$ cat src/rtl/stream_pkg.sv
// Shared types and reference reorder for the stream slice packer.
// Optional flush port of the packer is enabled by STREAM_PACK_FLUSH_EN.
package stream_pkg;

  typedef enum logic {
    STREAM_DIR_RIGHT = 1'b0,
    STREAM_DIR_LEFT  = 1'b1
  } stream_dir_e;

  localparam int STREAM_MAX_W = 256;

  typedef logic [STREAM_MAX_W-1:0] stream_word_t;

  // Reference {<< slice {w}} on the low 'width' bits of w.
  function automatic stream_word_t slice_reverse(
    input stream_word_t w,
    input int           width,
    input int           slice
  );
    stream_word_t r;
    int           lo;
    int           len;
    int           hi;
    r = '0;
    for (int j = 0; j < STREAM_MAX_W; j++) begin
      lo = j * slice;
      if (slice > 0 && lo < width) begin
        len = (width - lo < slice) ? width - lo : slice;
        hi  = width - 1 - lo;
        for (int b = 0; b < STREAM_MAX_W; b++) begin
          if (b < len) r[hi - len + 1 + b] = w[lo + b];
        end
      end
    end
    return r;
  endfunction

endpackage

$ cat src/rtl/stream_slice_reverse.sv
// Combinational slice reversal: chunks taken from the LSB are
// emitted from the MSB down; a short final chunk lands at the LSB.
import stream_pkg::*;

module stream_slice_reverse #(
  parameter int W     = 32,
  parameter int SLICE = 8
) (
  input  logic [W-1:0] din,
  output logic [W-1:0] dout
);

  localparam int NC = (W + SLICE - 1) / SLICE;

  // One chunk move per generate iteration.
  for (genvar j = 0; j < NC; j++) begin : g_chunk
    localparam int LO  = j * SLICE;
    localparam int LEN = (W - LO < SLICE) ? W - LO : SLICE;
    localparam int HI  = W - 1 - LO;
    assign dout[HI -: LEN] = din[LO +: LEN];
  end

endmodule

$ cat src/rtl/stream_slice_packer.sv
// Packs BEATS input beats into one word, optionally slice-reversed.
// STREAM_PACK_FLUSH_EN adds a flush port that emits a zero-padded word.
import stream_pkg::*;

module stream_slice_packer #(
  parameter int IN_W  = 8,
  parameter int BEATS = 4,
  parameter int SLICE = 8
) (
  input  logic                  clk,
  input  logic                  rst_n,
  input  logic                  in_valid,
  output logic                  in_ready,
  input  logic [IN_W-1:0]       in_data,
  input  logic                  in_dir,
  output logic                  out_valid,
  input  logic                  out_ready,
`ifdef STREAM_PACK_FLUSH_EN
  input  logic                  flush,
`endif
  output logic [IN_W*BEATS-1:0] out_data
);

  localparam int OUT_W = IN_W * BEATS;
  localparam int CNT_W = $clog2(BEATS);
  localparam logic [CNT_W-1:0] CNT_LAST = CNT_W'(BEATS - 1);

  typedef enum logic {
    ST_FILL = 1'b0,
    ST_LAST = 1'b1
  } state_e;

  state_e             state;
  logic [CNT_W-1:0]   count;
  logic [OUT_W-1:0]   acc;
  stream_dir_e        dir_q;

  logic [OUT_W-1:0]   acc_ins;
  logic [OUT_W-1:0]   word;
  logic [OUT_W-1:0]   rev_word;
  logic [OUT_W-1:0]   next_out;
  stream_dir_e        dir_eff;
  logic               can_load;
  logic               accept;
  logic               last;
  logic               flush_go;
  logic               emit;

  assign can_load = !out_valid || out_ready;
  assign in_ready = (state != ST_LAST) || can_load;
  assign accept   = in_valid && in_ready;
  assign last     = accept && (state == ST_LAST);

`ifdef STREAM_PACK_FLUSH_EN
  assign flush_go = flush && can_load &&
                    ((count != '0) || accept);
`else
  assign flush_go = 1'b0;
`endif

  assign emit = last || flush_go;

  // Place the current beat into its slot and pick the word direction.
  always_comb begin
    acc_ins = acc;
    acc_ins[(BEATS - 1 - int'(count)) * IN_W +: IN_W] = in_data;
    word    = accept ? acc_ins : acc;
    dir_eff = (count == '0) ? stream_dir_e'(in_dir) : dir_q;
    next_out = (dir_eff == STREAM_DIR_LEFT) ? rev_word : word;
  end

  stream_slice_reverse #(
    .W     (OUT_W),
    .SLICE (SLICE)
  ) u_rev (
    .din  (word),
    .dout (rev_word)
  );

  // Beat counter FSM, accumulator and registered output word.
  always_ff @(posedge clk or negedge rst_n) begin
    if (!rst_n) begin
      state     <= ST_FILL;
      count     <= '0;
      acc       <= '0;
      dir_q     <= STREAM_DIR_RIGHT;
      out_valid <= 1'b0;
      out_data  <= '0;
    end else begin
      if (emit) begin
        state     <= ST_FILL;
        count     <= '0;
        acc       <= '0;
        out_data  <= next_out;
        out_valid <= 1'b1;
      end else begin
        if (accept) begin
          count <= count + 1'b1;
          acc   <= acc_ins;
          state <= ((count + 1'b1) == CNT_LAST) ? ST_LAST : ST_FILL;
        end
        if (out_ready) out_valid <= 1'b0;
      end
      if (accept && (count == '0)) dir_q <= dir_eff;
    end
  end

endmodule

$ cat config.mk
export PLATFORM = sky130hd
export DESIGN_NAME = stream_slice_packer
export DESIGN_NICKNAME = d
export VERILOG_FILES = /design/src/rtl/stream_pkg.sv /design/src/rtl/stream_slice_reverse.sv /design/src/rtl/stream_slice_packer.sv
export SDC_FILE = /design/constraint.sdc
export NUM_CORES = 1
export LEC_CHECK = 0
export CAP_MARGIN = 40
export CORE_UTILIZATION = 52
export CTS_BUF_LIST = sky130_fd_sc_hd__clkbuf_4 sky130_fd_sc_hd__clkbuf_8
export DETAILED_ROUTE_END_ITERATION = 8
export MAX_ROUTING_LAYER = met4
export PLACE_DENSITY = 0.86
export SKIP_LAST_GASP = 1
export SLEW_MARGIN = 20
export SYNTH_ARGS = -nofsm -noshare
export SYNTH_HDL_FRONTEND = slang
export SYNTH_SLANG_ARGS = --single-unit
$ cat constraint.sdc
create_clock -name clk -period 2 [get_ports clk]
set_clock_uncertainty 0.2 [all_clocks]
set_input_delay 0.2 -clock clk [delete_from_list [all_inputs] [get_ports clk]]
set_output_delay 0.2 -clock clk [all_outputs]
set_load 0.02 [all_outputs]
[Word-level counts from Yosys, hierarchy flattened]
Index checks and enable logic that the tools add are counted.
Word-level totals
  memories: 0
  word-level logic and storage cells: 34
  bits in latches: 0
  memory bits (read-only): 0
  flip-flop bits (word level): 69
  memory bits (writable): 0
  output and inout port bits: 34
Operators by class
  add/subtract/negate cells: 3
  bitwise operators: 1
  multiplexer cells: 12
  reduce and logical (&&, ||, !) cells: 9
  eq/ne operators: 1
  shift-type cells: 2
  magnitude comparators: 0
  div/mod/pow operators: 0
  multipliers: 0
Operators by type and width (count)
  2-to-1 mux 32 bit: 3
  negation 6 -> 33 bit: 1
  variable shift 8 x 33 -> 32 bit (first input constant): 1
  indexed part select 8 x 33 -> 32 bit: 1
  bitwise mux 32 bit: 1
  2-to-1 mux 1 bit: 6
  2-to-1 mux 2 bit: 2
  nonzero test 2 bit: 2
  logical AND 1 bit: 3
  subtractor 2 x 2 -> 3 bit (first input constant): 1
  adder 2 x 1 -> 2 bit (second input constant): 1
  == test 2 bit (second input constant): 1
  logical NOT 2 bit: 1
  logical OR 1 bit: 2
  logical NOT 1 bit: 1
  NOT 1 bit: 1

[Logic depth before layout (Yosys ltp)]
  word-level depth: 6
  depth in mapped cells: 8
  depth with buffers taken out: 6

[Cells and area by module]
Synthesis repeated with hierarchy kept, for this count alone.
Unflattened totals
  cells, all modules: 483
  area, all modules: 4235.3 um^2
Modules (own cells, without submodules)
  stream_slice_packer: times used 1, area an instance 3995.1 um^2, cells each 451
  stream_slice_reverse: times used 1, area an instance 240.2 um^2, cells each 32

[Worst setup path after synthesis]
Ideal clock, no wire load.
  path kind: register -> register
  start point: reg count[0]
  end point: reg out_data[30]
  slack: -0.269 ns
  data arrival time: 1.927 ns
  cell stages (with the launch flop): 9
  path buffers: 2
  setup time: 0.141 ns
  period minus slack after synthesis: 2.269 ns
  cells stage by stage: dfrtp_1 buf_2 inv_1 ha_1 mux2i_4 nand3_1 buf_2 o32ai_1 a31oi_1
Between the ends
  longest elaborated chain between the ends: 6
  elaborated cells on any way between the ends: 9
  those cells by class: add/sub: 2; shift: 2; mux: 4; reduce/logical: 1
Ends and longest elaborated chain
  start, declared: line stream_slice_packer.sv:34  | logic [CNT_W-1:0] count;
  start signal, assigned: line stream_slice_packer.sv:98  | count <= count + 1'b1;
  subtractor 2 x 2 -> 3 bit: line stream_slice_packer.sv:66  | acc_ins[(BEATS - 1 - int'(count)) * IN_W +: IN_W] = in_data;
  negation 6 -> 33 bit: line stream_slice_packer.sv:66
  indexed part select 8 x 33 -> 32 bit / variable shift 8 x 33 -> 32 bit (equally long branches): line stream_slice_packer.sv:66
  bitwise mux 32 bit: line stream_slice_packer.sv:66
  2-to-1 mux 32 bit
  2-to-1 mux 32 bit (*): line stream_slice_packer.sv:69  | next_out = (dir_eff == STREAM_DIR_LEFT) ? rev_word : word;
  end signal, assigned: line stream_slice_packer.sv:94  | out_data <= next_out;
  end, declared: line stream_slice_packer.sv:21  | output logic [IN_W*BEATS-1:0] out_data
Every way passes the cells marked *; elsewhere a longest branch is shown, timed or not.
A chain may end at the register's enable or synchronous reset.

[Final worst setup path]
  start point: reg count[0]
  end point: reg out_data[18]
Same word-level chain as after synthesis.

==> impl_metrics.env <==
export IMPL_final_nets=404
export IMPL_gp_congestion=0.830
export IMPL_initial_core_util_pct=55.1
export IMPL_route_final_wire_length_mm=9.66
export IMPL_worst_pin_slew_ns=0.440
export IMPL_fin_ws_ns=-0.111
export IMPL_drv_slew=0
export IMPL_synth_avg_cell_area_um2=11.3
export IMPL_cpMostUsedCell="buf_6"
export IMPL_synth_area_leaders="dfrtp_1 (49%), o32ai_1 (7.9%), a31oi_1 (5.6%)"
export IMPL_crit_arrival_ns=2.16
export IMPL_r2r_worst_path_cells=7
export IMPL_die_area_um2=7180
export IMPL_instances_no_fill=466
export IMPL_min_path_type="primary input to asynchronous set/reset pin"
export IMPL_synth_top_area_share_pct=48.5
export IMPL_hold_slack_ns=0.204
export IMPL_critPathLaunch="count[0]"
export IMPL_violations="design-rule violations, negative setup slack"
export IMPL_area_growth_pct=36.9
export IMPL_grt_pass1_wl_mm=15.2
export IMPL_die_w_um=84.7
export IMPL_rsz0062_at_grt="yes"
export IMPL_placed_cells=447
export IMPL_period_minus_slack_ns=2.11
export IMPL_switching_share_pct=40.5
export IMPL_slowest_stage="dfrtp_2"
export IMPL_p_per_area_nw_per_um2=1550
export IMPL_drt_iter0_markers=277
export IMPL_root_buffer="clkbuf_8"
export IMPL_slowest_delay_ns=0.48
export IMPL_crit_fanout=7
export IMPL_crit_required_ns=2.05
export IMPL_drc_errors=4
export IMPL_ys_types=43
export IMPL_ios=47
export IMPL_path_cells="buf_6 -> ha_4 -> nand4bb_1 -> buf_6 -> nor4b_4 -> o32ai_1 -> a31oi_1"
export IMPL_drt_vias_per_instance=6.28
export IMPL_place_ws_ns=-0.199
export IMPL_p_seq_share_pct=30.5
export IMPL_synth_ff_type="dfrtp_1"
export IMPL_async_reset_ff_share_pct=100
export IMPL_slew_limit_headroom_pct=70.5
export IMPL_drive_above_1_share_pct=29.8
export IMPL_pwr_share_clk_pct=16.0
export IMPL_critical_path_class="flop to flop"
export IMPL_start_kind="flop"
export IMPL_core_area_um2=6460
export IMPL_power_internal_w=0.00449
export IMPL_power_leakage_nw=2.02
export IMPL_p_comb_share_pct=53.5
export IMPL_place_hpwl_mm=5.94
export IMPL_timing_rr_end="out_data[18]"
export IMPL_max_freq_mhz=474
export IMPL_post_drt_wl_per_cell_um=20.7
export IMPL_clock_sinks=69
export IMPL_critPathTopFamily="flip-flops"
export IMPL_dieHeight_um=84.7
export IMPL_cts_tree="yes"
export IMPL_synth_edf_count=0
export IMPL_grt_pass1_vias=2974
export IMPL_synth_area_um2=3560
export IMPL_yosysSeqAreaShare_pct=48.5
export IMPL_synth_area_leader_cell="dfrtp_1"
export IMPL_io_buffers=46
export IMPL_netlist_instances=315
export IMPL_overflow=0
export IMPL_ys_seq_elements=69
export IMPL_grt_max_degree=70
export IMPL_cts_max_level=3
export IMPL_cap_viol_max_count=0
export IMPL_crit_cells=7
export IMPL_clk_latency_ns=0.35
export IMPL_reg2reg_setup_slack_ns=-0.11
export IMPL_power_switching_w=0.00306
export IMPL_setup_viol=25
export IMPL_dr_total_vias=2926
export IMPL_ant_nets=0
export IMPL_drt_pass1_iterations=9
export IMPL_cp_end_kind="flop"
export IMPL_fp_row_count=29
export IMPL_synth_warnings=0
export IMPL_synth_nets=335
export IMPL_cts_buffer_depth=2
export IMPL_critPathCapture="out_data[18]"
export IMPL_diodes=0
export IMPL_clkSlewWorstSetupHoldPaths_ns=0.07
export IMPL_finalCritPeriodShare_pct=106
export IMPL_cp_num_buf_inv=2
export IMPL_gr_usage_all_layers_pct=28.8
export IMPL_ir_drop_v=0.000973
export IMPL_hold_viol_final=0
export IMPL_status="finished, violations left"
export IMPL_cts_inserted_buffers=9
export IMPL_antenna_found_initial=0
export IMPL_power_w=0.00755
export IMPL_n_fill_cell=395
export IMPL_rr_startpoint="count[0]"
## flip-flops by register name, summed over array words and instances (netlist names)
register   flops
acc           32
count          2
out_data      32
state          1
dir_q          1
out_valid      1
## worst reg2reg max path, delay by kind of cell, from the launching register on
| family | cells | cell delay [ns] |
|---|---|---|
| simple gates | 2 | 0.47 |
| compound gates | 2 | 0.37 |
| fa+ha+maj | 1 | 0.16 |
| flops | 1 | 0.48 |
| buf+inv | 2 | 0.35 |
## power by group through the flow
stage	clock (W)	combinational [W]	sequential, W
2_1_floorplan	0	0.00179	0.00264
3_3_place_gp	0	0.00356	0.00224
3_5_place_dp	0	0.00368	0.00229
4_1_cts	0.00123	0.00383	0.00227
5_1_grt	0.00131	0.00428	0.00236
6_report	0.00121	0.00404	0.00230
## worst min path at each step
stage / endpoint / cells past startpoint
CTS: out_data[11] / 3
detailed placement: out_data[11] / 2
finish: out_data[11] / 3
global placement: acc[19] / 2
floorplan: acc[0] / 0
global route: acc[16] / 3
## metal layers
| layer | wire length [um] | share of wire, % | track usage (%) |
|---|---|---|---|
| met5 | 0 | 0 | - |
| met4 | 184 | 1.9 | 12.6 |
| met3 | 599 | 6.2 | 6.39 |
| met2 | 4880 | 50 | 45.0 |
| met1 | 4000 | 41 | 36.2 |
## cell usage after synthesis, types with 6 or more instances
cell type,n
dfrtp_1,69
nor2_1,49
a31oi_1,32
o32ai_1,32
o21a_1,15
buf_2,11
nor4b_2,11
a21oi_1,9
and2_1,9
mux2i_2,8
and4_1,7
clkbuf_1,7
ha_1,7
nand2_1,6
## layout by cell type (no fill, tap or decap), types with 7 or more instances in the layout
cell type / n
buf_12: 8
dfrtp_1: 68
a31oi_1: 32
a21oi_1: 9
nor4b_4: 13
o32ai_1: 16
buf_4: 23
and4_1: 7
clkbuf_8: 12
buf_6: 7
o21a_1: 15
mux2i_2: 8
nor2_1: 49
o32ai_2: 16
and2_1: 8
clkdlybuf4s50_1: 44
## cell families after synthesis
| family | share of synthesized area [%] |
|---|---|
| DFF | 48.5 |
| muxes | 4.47 |
| and+or+nand+nor | 20.7 |
| AOI/OAI and AO/OA | 18.4 |
| buffers and inverters | 5.42 |
| adders and majority gates | 2.46 |
## area by class of cell
class	instances	area [um2]	area share [%]
Clock buffer	13	173	3.54
Clock inverter	3	42.5	0.873
Inverter	4	20.0	0.411
Multi-Input combinational cell	215	1940	39.7
Sequential cell	69	1730	35.5
Tap cell	77	96.3	1.98
Timing Repair Buffer	85	876	18.0
## through the flow
stage          setup TNS, ns  area [um2]  util [%]
2_1_floorplan        -0.0302        3650         -
3_3_place_gp           -2.39        4380      67.8
3_5_place_dp           -4.87        4380      67.8
4_1_cts              -0.0514        4710      73.0
5_1_grt                -3.00        4870      75.4
6_report              -0.972        4870      75.4
## repair_timing
item	4_1_cts	5_1_grt
resized for setup	18	23
setup endpoints to repair	45	36
pin swaps	7	12
hold endpoints to repair	69	0
hold buffers	1	0
setup buffers	2	1
No activity file was read; power rests on OpenSTA's default activity.
